$ cat src/rtl/block_lock_ctrl.sv
// ----------------------------------------------------------------------------
// block_lock_ctrl
//   Block-lock controller for a 64b/66b receive path. It watches the 2-bit
//   sync header of every block coming out of the 64b-to-66b converter, issues
//   one-cycle bit-slip requests until headers line up, and then reports
//   block_lock. Once locked, lock is held until too many invalid headers
//   arrive inside one test window.
//
// Ports
//   clk                clock
//   reset_n            asynchronous active-low reset
//   enable_i           controller enable; low parks the FSM in INIT
//   sh_valid_i         one new block header is present on sh_i this cycle
//   sh_i               sync header (01/10 valid, 00/11 invalid)
//   slip_o             one-cycle request to shift converter alignment by 1 bit
//   block_lock_o       lock achieved
//   slip_count_o       total slips issued, saturating
//   lock_loss_count_o  number of falling edges of block_lock_o, saturating
//
// All outputs are registered: a strobe sampled in cycle N shows its effect
// in cycle N+1.
// ----------------------------------------------------------------------------
module block_lock_ctrl #(
   parameter int SH_WINDOW     = 64,
   parameter int INVALID_LIMIT = 16,
   parameter int SLIP_HOLDOFF  = 4,
   parameter int CNT_W         = 16
) (
   input  logic             clk,
   input  logic             reset_n,
   input  logic             enable_i,
   input  logic             sh_valid_i,
   input  logic [1:0]       sh_i,
   output logic             slip_o,
   output logic             block_lock_o,
   output logic [CNT_W-1:0] slip_count_o,
   output logic [CNT_W-1:0] lock_loss_count_o
);

   // Counter widths: each counter must hold its terminal value itself.
   localparam int SH_W  = $clog2(SH_WINDOW + 1);
   localparam int INV_W = $clog2(INVALID_LIMIT + 1);
   localparam int HO_W  = (SLIP_HOLDOFF > 0) ? $clog2(SLIP_HOLDOFF + 1) : 1;

   localparam logic [SH_W-1:0]  SH_WIN_C  = SH_W'(SH_WINDOW);
   localparam logic [INV_W-1:0] INV_LIM_C = INV_W'(INVALID_LIMIT);
   localparam logic [HO_W-1:0]  HOLD_C    = HO_W'(SLIP_HOLDOFF);
   localparam logic [HO_W-1:0]  HOLD_ONE  = HO_W'(1);

   typedef enum logic [1:0] {
      ST_INIT    = 2'd0,
      ST_TEST    = 2'd1,
      ST_SLIP    = 2'd2,
      ST_HOLDOFF = 2'd3
   } state_t;

   state_t            state,      state_nxt;
   logic [SH_W-1:0]   sh_cnt,     sh_cnt_nxt;
   logic [INV_W-1:0]  inv_cnt,    inv_cnt_nxt;
   logic [HO_W-1:0]   hold_cnt,   hold_cnt_nxt;
   logic              lock_nxt;
   logic              slip_nxt;
   logic [CNT_W-1:0]  slip_cnt_nxt;
   logic [CNT_W-1:0]  loss_cnt_nxt;

   logic              hdr_bad;
   logic [SH_W-1:0]   sh_inc;
   logic [INV_W-1:0]  inv_inc;
   logic [CNT_W-1:0]  slip_sat_inc;
   logic [CNT_W-1:0]  loss_sat_inc;

   // 00 and 11 are not legal sync headers.
   assign hdr_bad = (sh_i[1] == sh_i[0]);

   // Post-increment views; the TEST rules are judged on these.
   assign sh_inc  = sh_cnt + 1'b1;
   assign inv_inc = hdr_bad ? (inv_cnt + 1'b1) : inv_cnt;

   // Saturating increments: add 1 unless already all-ones.
   assign slip_sat_inc = slip_count_o      + {{(CNT_W-1){1'b0}}, ~&slip_count_o};
   assign loss_sat_inc = lock_loss_count_o + {{(CNT_W-1){1'b0}}, ~&lock_loss_count_o};

   // -------------------------------------------------------------------------
   // State register
   // -------------------------------------------------------------------------
   always_ff @(posedge clk or negedge reset_n) begin
      if (!reset_n) begin
         state             <= ST_INIT;
         sh_cnt            <= '0;
         inv_cnt           <= '0;
         hold_cnt          <= '0;
         block_lock_o      <= 1'b0;
         slip_o            <= 1'b0;
         slip_count_o      <= '0;
         lock_loss_count_o <= '0;
      end else begin
         state             <= state_nxt;
         sh_cnt            <= sh_cnt_nxt;
         inv_cnt           <= inv_cnt_nxt;
         hold_cnt          <= hold_cnt_nxt;
         block_lock_o      <= lock_nxt;
         slip_o            <= slip_nxt;
         slip_count_o      <= slip_cnt_nxt;
         lock_loss_count_o <= loss_cnt_nxt;
      end
   end

   // -------------------------------------------------------------------------
   // Next-state and output logic
   // -------------------------------------------------------------------------
   always_comb begin
      state_nxt    = state;
      sh_cnt_nxt   = sh_cnt;
      inv_cnt_nxt  = inv_cnt;
      hold_cnt_nxt = hold_cnt;
      lock_nxt     = block_lock_o;
      slip_nxt     = 1'b0;          // slip is a single-cycle pulse
      slip_cnt_nxt = slip_count_o;
      loss_cnt_nxt = lock_loss_count_o;

      if (!enable_i) begin
         // Disable overrides everything; statistics are kept.
         state_nxt    = ST_INIT;
         lock_nxt     = 1'b0;
         sh_cnt_nxt   = '0;
         inv_cnt_nxt  = '0;
         hold_cnt_nxt = '0;
      end else begin
         unique case (state)
            ST_INIT: begin
               lock_nxt    = 1'b0;
               sh_cnt_nxt  = '0;
               inv_cnt_nxt = '0;
               state_nxt   = ST_TEST;
            end

            ST_TEST: begin
               if (sh_valid_i) begin
                  if (hdr_bad && (!block_lock_o || (inv_inc == INV_LIM_C))) begin
                     // Slip takes priority over a coincident window end.
                     state_nxt    = ST_SLIP;
                     lock_nxt     = 1'b0;
                     slip_nxt     = 1'b1;
                     slip_cnt_nxt = slip_sat_inc;
                     sh_cnt_nxt   = '0;
                     inv_cnt_nxt  = '0;
                  end else if (sh_inc == SH_WIN_C) begin
                     // Window closed without a slip: a clean window grants
                     // lock, a tolerated-error window just restarts.
                     if (inv_inc == '0) begin
                        lock_nxt = 1'b1;
                     end
                     sh_cnt_nxt  = '0;
                     inv_cnt_nxt = '0;
                  end else begin
                     sh_cnt_nxt  = sh_inc;
                     inv_cnt_nxt = inv_inc;
                  end
               end
            end

            ST_SLIP: begin
               // Any strobe in this cycle is deliberately dropped: the
               // converter has not applied the new alignment yet.
               hold_cnt_nxt = HOLD_C;
               sh_cnt_nxt   = '0;
               inv_cnt_nxt  = '0;
               state_nxt    = (SLIP_HOLDOFF == 0) ? ST_TEST : ST_HOLDOFF;
            end

            ST_HOLDOFF: begin
               if (hold_cnt == '0) begin
                  state_nxt = ST_TEST;
               end else if (sh_valid_i) begin
                  hold_cnt_nxt = hold_cnt - 1'b1;
                  if (hold_cnt == HOLD_ONE) begin
                     state_nxt = ST_TEST;
                  end
               end
            end

            default: begin
               state_nxt = ST_INIT;
               lock_nxt  = 1'b0;
            end
         endcase
      end

      // Count every falling edge of lock, whatever caused it.
      if (block_lock_o && !lock_nxt) begin
         loss_cnt_nxt = loss_sat_inc;
      end
   end

endmodule

$ cat config.mk
export PLATFORM = sky130hd
export DESIGN_NAME = block_lock_ctrl
export DESIGN_NICKNAME = d
export VERILOG_FILES = /design/src/rtl/block_lock_ctrl.sv
export SDC_FILE = /design/constraint.sdc
export NUM_CORES = 1
export LEC_CHECK = 0
export CAP_MARGIN = 20
export CORE_UTILIZATION = 47
export CTS_CLUSTER_DIAMETER = 150
export DETAILED_ROUTE_END_ITERATION = 10
export PLACE_DENSITY = 0.82
export SYNTH_ARGS = -nofsm -noshare
export SYNTH_HDL_FRONTEND = slang
export SYNTH_SLANG_ARGS = --single-unit
$ cat constraint.sdc
create_clock -name clk -period 2.7 [get_ports clk]
set_input_delay 0.54 -clock clk [delete_from_list [all_inputs] [get_ports clk]]
set_output_delay 0.54 -clock clk [all_outputs]
set_load 0.005 [all_outputs]
# [After elaboration in Yosys (flattened, before gate mapping)]
# Index checks and enable logic that the tools add are counted.
[classes] n_eq_ne=15 addsub=5 n_reduce_logical=17 n_mux=32
[ops] cell="$add 16x1->16" count=2
[ops] cell="$reduce_and 16->1" count=2
[ops] cell="$mux 7" count=4
[ops] cell="$mux 5" count=5
[ops] cell="$pmux 7 s2" count=1
[ops] cell="$mux 2" count=6
[ops] cell="$ne 3x3->1 const B" count=4
[ops] cell="$pmux 5 s2" count=1
[ops] cell="$mux 1" count=9
[ops] cell="$mux 3" count=3
[ops] cell="$ne 4x4->1 const B" count=2
[ops] cell="$pmux 2 s4" count=1
[ops] cell="$reduce_and 4->1" count=2
[ops] cell="$add 7x1->7 const B" count=1
[ops] cell="$eq 7x7->1 const B" count=1
[ops] cell="$pmux 3 s2" count=1
[ops] cell="$add 5x1->5 const B" count=1
[ops] cell="$eq 5x5->1 const B" count=1
[ops] cell="$logic_not 5->1" count=1
[ops] cell="$eq 2x2->1 const B" count=2
[ops] cell="$logic_not 1->1" count=4
[ops] cell="$eq 3x1->1 const B" count=1
[ops] cell="$logic_not 3->1" count=1
[ops] cell="$ne 3x1->1 const B" count=1
[ops] cell="11 further kinds" count=12
[word_totals] inputBits=6 output_inout_bits=34 wordCells=77 regBits=51

# [Logic depth before layout (Yosys ltp)]
[logic_depth] depth_word=11 mapped_depth=13 depth_no_buf=13

# [Worst setup path before layout]
# No wires, ideal clock.
[synth_path] path_kind="flip-flop to flip-flop" start="register lock_loss_count_o[5]" end="register lock_loss_count_o[6]" slack_ns=-0.211 synth_period_minus_slack_ns=2.911 path_stages_with_launch=14 setup_time_ns=0.126 t_arrival_ns=2.785 n_path_buf=0 required_ns=2.574 path_cell_list="dfrtp_1 and4_1 and3_1 and3_1 nand3_1 or4_1 ha_1 ha_1 nand2_1 nor3_1 and3_1 a21oi_1 nor2_1 xor2_1"
[synth_between] elab_chain_cells=3
[synth_lines] item="from (decl)" line="37" rtl="output logic [CNT_W-1:0] lock_loss_count_o"
[synth_lines] item="from (signal assigned)" line="104" rtl="lock_loss_count_o <= loss_cnt_nxt;"
[synth_lines] item="$reduce_and 16->1" line="81" rtl="assign loss_sat_inc = lock_loss_count_o + {{(CNT_W-1){1'b0}}, ~&lock_loss_count_o};"
[synth_lines] item="$logic_not 1->1" line="81"
[synth_lines] item="$add 16x1->16 *" line="81"
# Mark *: on every way between the ends. The rest lies on a longest branch, timed or not.
# A chain may end at the register's enable or synchronous reset.

# [Final worst setup path]
[layout_path] start="register lock_loss_count_o[5]" end="register lock_loss_count_o[8]"
# Same word-level chain as after synthesis.

==> metrics.md <==
| Metric | Value |
|---|---|
| Post-cts hold buffer count | 0 |
| Mapped Cells | 294 |
| Most frequent CP cell | and3_4 |
| Synth-to-layout area growth | 30.9% |
| Register area share after synthesis | 43.8% |
| Post-synth EDFFs | 0 |
| Synth Area in Adders | 5.58% |
| Drt via density | 5.76 |
| Final TNS setup | -0.224 ns |
| GP Congestion | 0.857 |
| Max-slew headroom | 56.6% |
| Vias in the first global route | 2389 |
| Synth Area in XOR/XNOR | 9.57% |
| Clock latency on the worst-skew pair | 0.31 ns |
| Io pins | 40 |
| Critical Path End Type | flip-flop |
| Post-layout nets | 383 |
| Synth cell types | 58 |
| Cell Int Power | 1240 uW |
| # fillers | 465 |
| Total CTS buffers | 5 |
| Net Switching | 514 uW |
| DR DRC count | 0 |
| Total track usage | 21.4% |
| R2R depth | 14 |
| Syn Nets | 313 |
| Final hold violation count | 0 |
| Pin count of the biggest net entering global routing | 52 |
| Layout cells sized above 1 | 21.2% |
| CTS Sinks | 51 |
| Final Skew | 0.00430 ns |
| Status | finished with violations |
| CTS tree | done |
| Crit-path max cell delay | 0.42 ns |
| Port Buffers | 39 |
| WP data arrival | 2.95 ns |
| Clk pwr share | 30.4% |
| Area of the multi-input gates | 1680 um^2 |
| DR pass1 iterations | 4 |
| Area after DPL | 3550 um^2 |
| Fin crit period | 2.75 ns |
| Most frequent cells in the layout | dfrtp_1 (51), clkdlybuf4s50_1 (38), buf_4 (28), nand2_1 (25) |
| Comb power frac | 21.1% |
| Max Freq | 364 MHz |
| Die height | 80.8 um |
| Fin crit share | 102% |
| Sw Ratio | 29.3% |
| Hpwl dp | 4540 um |
| Asr flop ratio synth | 100% |
| CP max FO | 5 |
| Synth area leaders | dfrtp_1 (44%), ha_1 (5.6%), xor2_1 (5.4%), xnor2_1 (3.6%), nand2_1 (3.3%) |
| Critical path, cell by cell | and4_4 -> and3_4 -> and3_4 -> nand3_4 -> or4_1 -> ha_2 -> ha_4 -> nand2_2 -> nor3_2 -> o2111a_1 -> a21oi_2 -> buf_6 -> nor2_1 -> xor2_1 |
| Crit Path Class | flip-flop to flip-flop |
| Vias | 2529 |
| CTS root buf | clkbuf_8 |
| #FFs+latches synth | 51 |
| CP Data Required Time | 2.90 ns |
| Pwr/cell area | 459 nW/um^2 |
| Yosys warning total | 0 |
| Starting Density | 49.0% |
| RSZ-0062 raised after global routing | yes |
| R2R Path Start | lock_loss_count_o[5] |
| # diodes | 0 |
| Grt total ovfl | 0 |
| Clock Pin Slew Worst Setup and Hold Paths | 0.09 ns |
| Mux contribution to synthesized area | 2.23% |
| Flop pwr share | 48.5% |
| Top-area cell type share of the netlist area | 43.8% |
| Final ANT Viol Nets | 0 |
| Leak | 0.00171 uW |
| H-tree levels | 2 |
| Compound-Gate Fraction of Synth Area | 13.9% |
| Hold WC Path Type | input pin to async pin |
| Failing checks | negative setup slack |
| Initial antenna violation count | 0 |
| Final setup vio count | 6 |
| Max_cap viols | 0 |
| Core Region | 5960 um^2 |
| Post-Synth Simple-Gate Area | 22.5% |
| RR Endpoint | lock_loss_count_o[8] |
| R2r setup slk | -0.05 ns |
| CTS Buffer Depth | 2 |
| Final hold slack | 0.320 ns |
| Most common cell after layout, fill and taps aside | dfrtp_1 |
| FF/Latch Area | 1280 um^2 |
| Worst-margin pin slew | 0.651 ns |
| Synth Flop Type | dfrtp_1 |
| Final Routed Wirelength | 6540 um |
| Mapped cell area | 2920 um^2 |
| Largest family of logic cells by synthesized area | simple AND/OR/NAND/NOR gates |
| Final slew viol count | 0 |
| Die area | 6520 um^2 |
| Dpl ws | -0.165 ns |
| Initial DRC Count | 139 |
| Post-route cell area | 3820 um^2 |
| First-pass GRT wire length | 10700 um |
| Slowest-stage cell, CP | or4_1 |
| Die W | 80.8 um |
| CP Launch Type | flip-flop |
| Setup ws final | -0.0482 ns |
| Rows | 28 |
| Drt wl/cell | 14.9 um |
| Final Power | 1750 uW |
| Dominant cell type by area after synthesis | dfrtp_1 |
| Peak VDD IR | 0.294 mV |
| Synthesized area per cell | 9.92 um^2 |
[metal layers]
layer  part of all wire (%)  up-vias  global-route usage [%]
met5                      0        -                       0
li1                       -     1193                       -
met1                     43     1257                    26.3
met3                    3.6       10                    3.26
met4                    1.7        0                    8.04
met2                     51       69                    37.9
[registers in the layout, summed over array words and instances (netlist names)]
register and flops:
slip_count_o 16, hold_cnt 3, sh_cnt 7, slip_o 1, state 2, lock_loss_count_o 16
block_lock_o 1, inv_cnt 5
[cells by family after synthesis]
| family | after synthesis |
|---|---|
| flip-flops | 51 |
| XOR/XNOR | 31 |
| buffers and inverters | 17 |
| multiplexers | 6 |
| adder cells (fa/ha/maj) | 13 |
| AO/OA/AOI/OAI | 56 |
| AND/OR/NAND/NOR | 120 |
[through the flow]
stage,instances,util (%)
3_3_place_gp,425,59.7
5_1_grt,439,64.1
4_1_cts,434,62.2
3_5_place_dp,425,59.7
2_1_floorplan,294,-
6_report,439,64.1
[area by class of cell]
type	count	area share, %
Sequential cell	51	33.4
Clock inverter	2	0.983
Multi-Input combinational cell	226	44.1
Clock buffer	5	1.80
Tap cell	75	2.46
Inverter	11	1.08
Timing Repair Buffer	69	16.2
[synth_stat cells (2+ instances only)]
cell type  number
a22o_1          3
and2_1          3
a21oi_1         7
and3_1         10
or4_1           2
nor2b_1         3
clkbuf_1        3
nand4_1         6
nor2_1         20
nand2b_1        9
o21ai_0        16
nor3b_1         6
nor3_1          9
a31oi_1         5
inv_1          11
a21oi_2         3
mux2_2          4
nand3_1        13
mux2i_1         2
xor2_1         18
xnor2_1        12
o21a_1          4
ha_1           13
nand4b_1        2
nand2_1        26
dfrtp_1        51
and4_1          2
[worst max path at each step]
stage                                        to            startpoint  cells after the start  slack (ns)
after floorplan            lock_loss_count_o[6]  lock_loss_count_o[5]                     13        0.02
after global placement     lock_loss_count_o[0]               sh_i[0]                      7       -0.06
after detailed placement       slip_count_o[14]               sh_i[0]                      7       -0.16
after CTS                 lock_loss_count_o[10]  lock_loss_count_o[5]                     14       -0.06
after global routing      lock_loss_count_o[12]  lock_loss_count_o[5]                     14       -0.15
final                      lock_loss_count_o[8]  lock_loss_count_o[5]                     14       -0.05
[critical path, delay by kind of cell (launching register included)]
kind / cells / cell delay (ns)
and+or+nand+nor: 8 / 1.31
adders and majority gates: 2 / 0.38
DFF: 1 / 0.37
AOI/OAI and AO/OA: 2 / 0.32
buffers and inverters: 1 / 0.13
xor gates and xnor gates: 1 / 0.13
[power groups by stage]
stage          clock (uW)  combinational [uW]  sequential [uW]
3_5_place_dp            0                 361              865
2_1_floorplan           0                 218              856
3_3_place_gp            0                 340              861
6_report              533                 370              850
5_1_grt               565                 411              856
4_1_cts               534                 363              850
[repair_timing]
item | in CTS | in global routing
pin swaps | 2 | 6
cloned | 0 | 0
setup endpoints to repair | 8 | 12
buffers inserted | 2 | 5
gates resized for setup | 6 | 16
No activity file was read; power rests on OpenSTA's default activity.
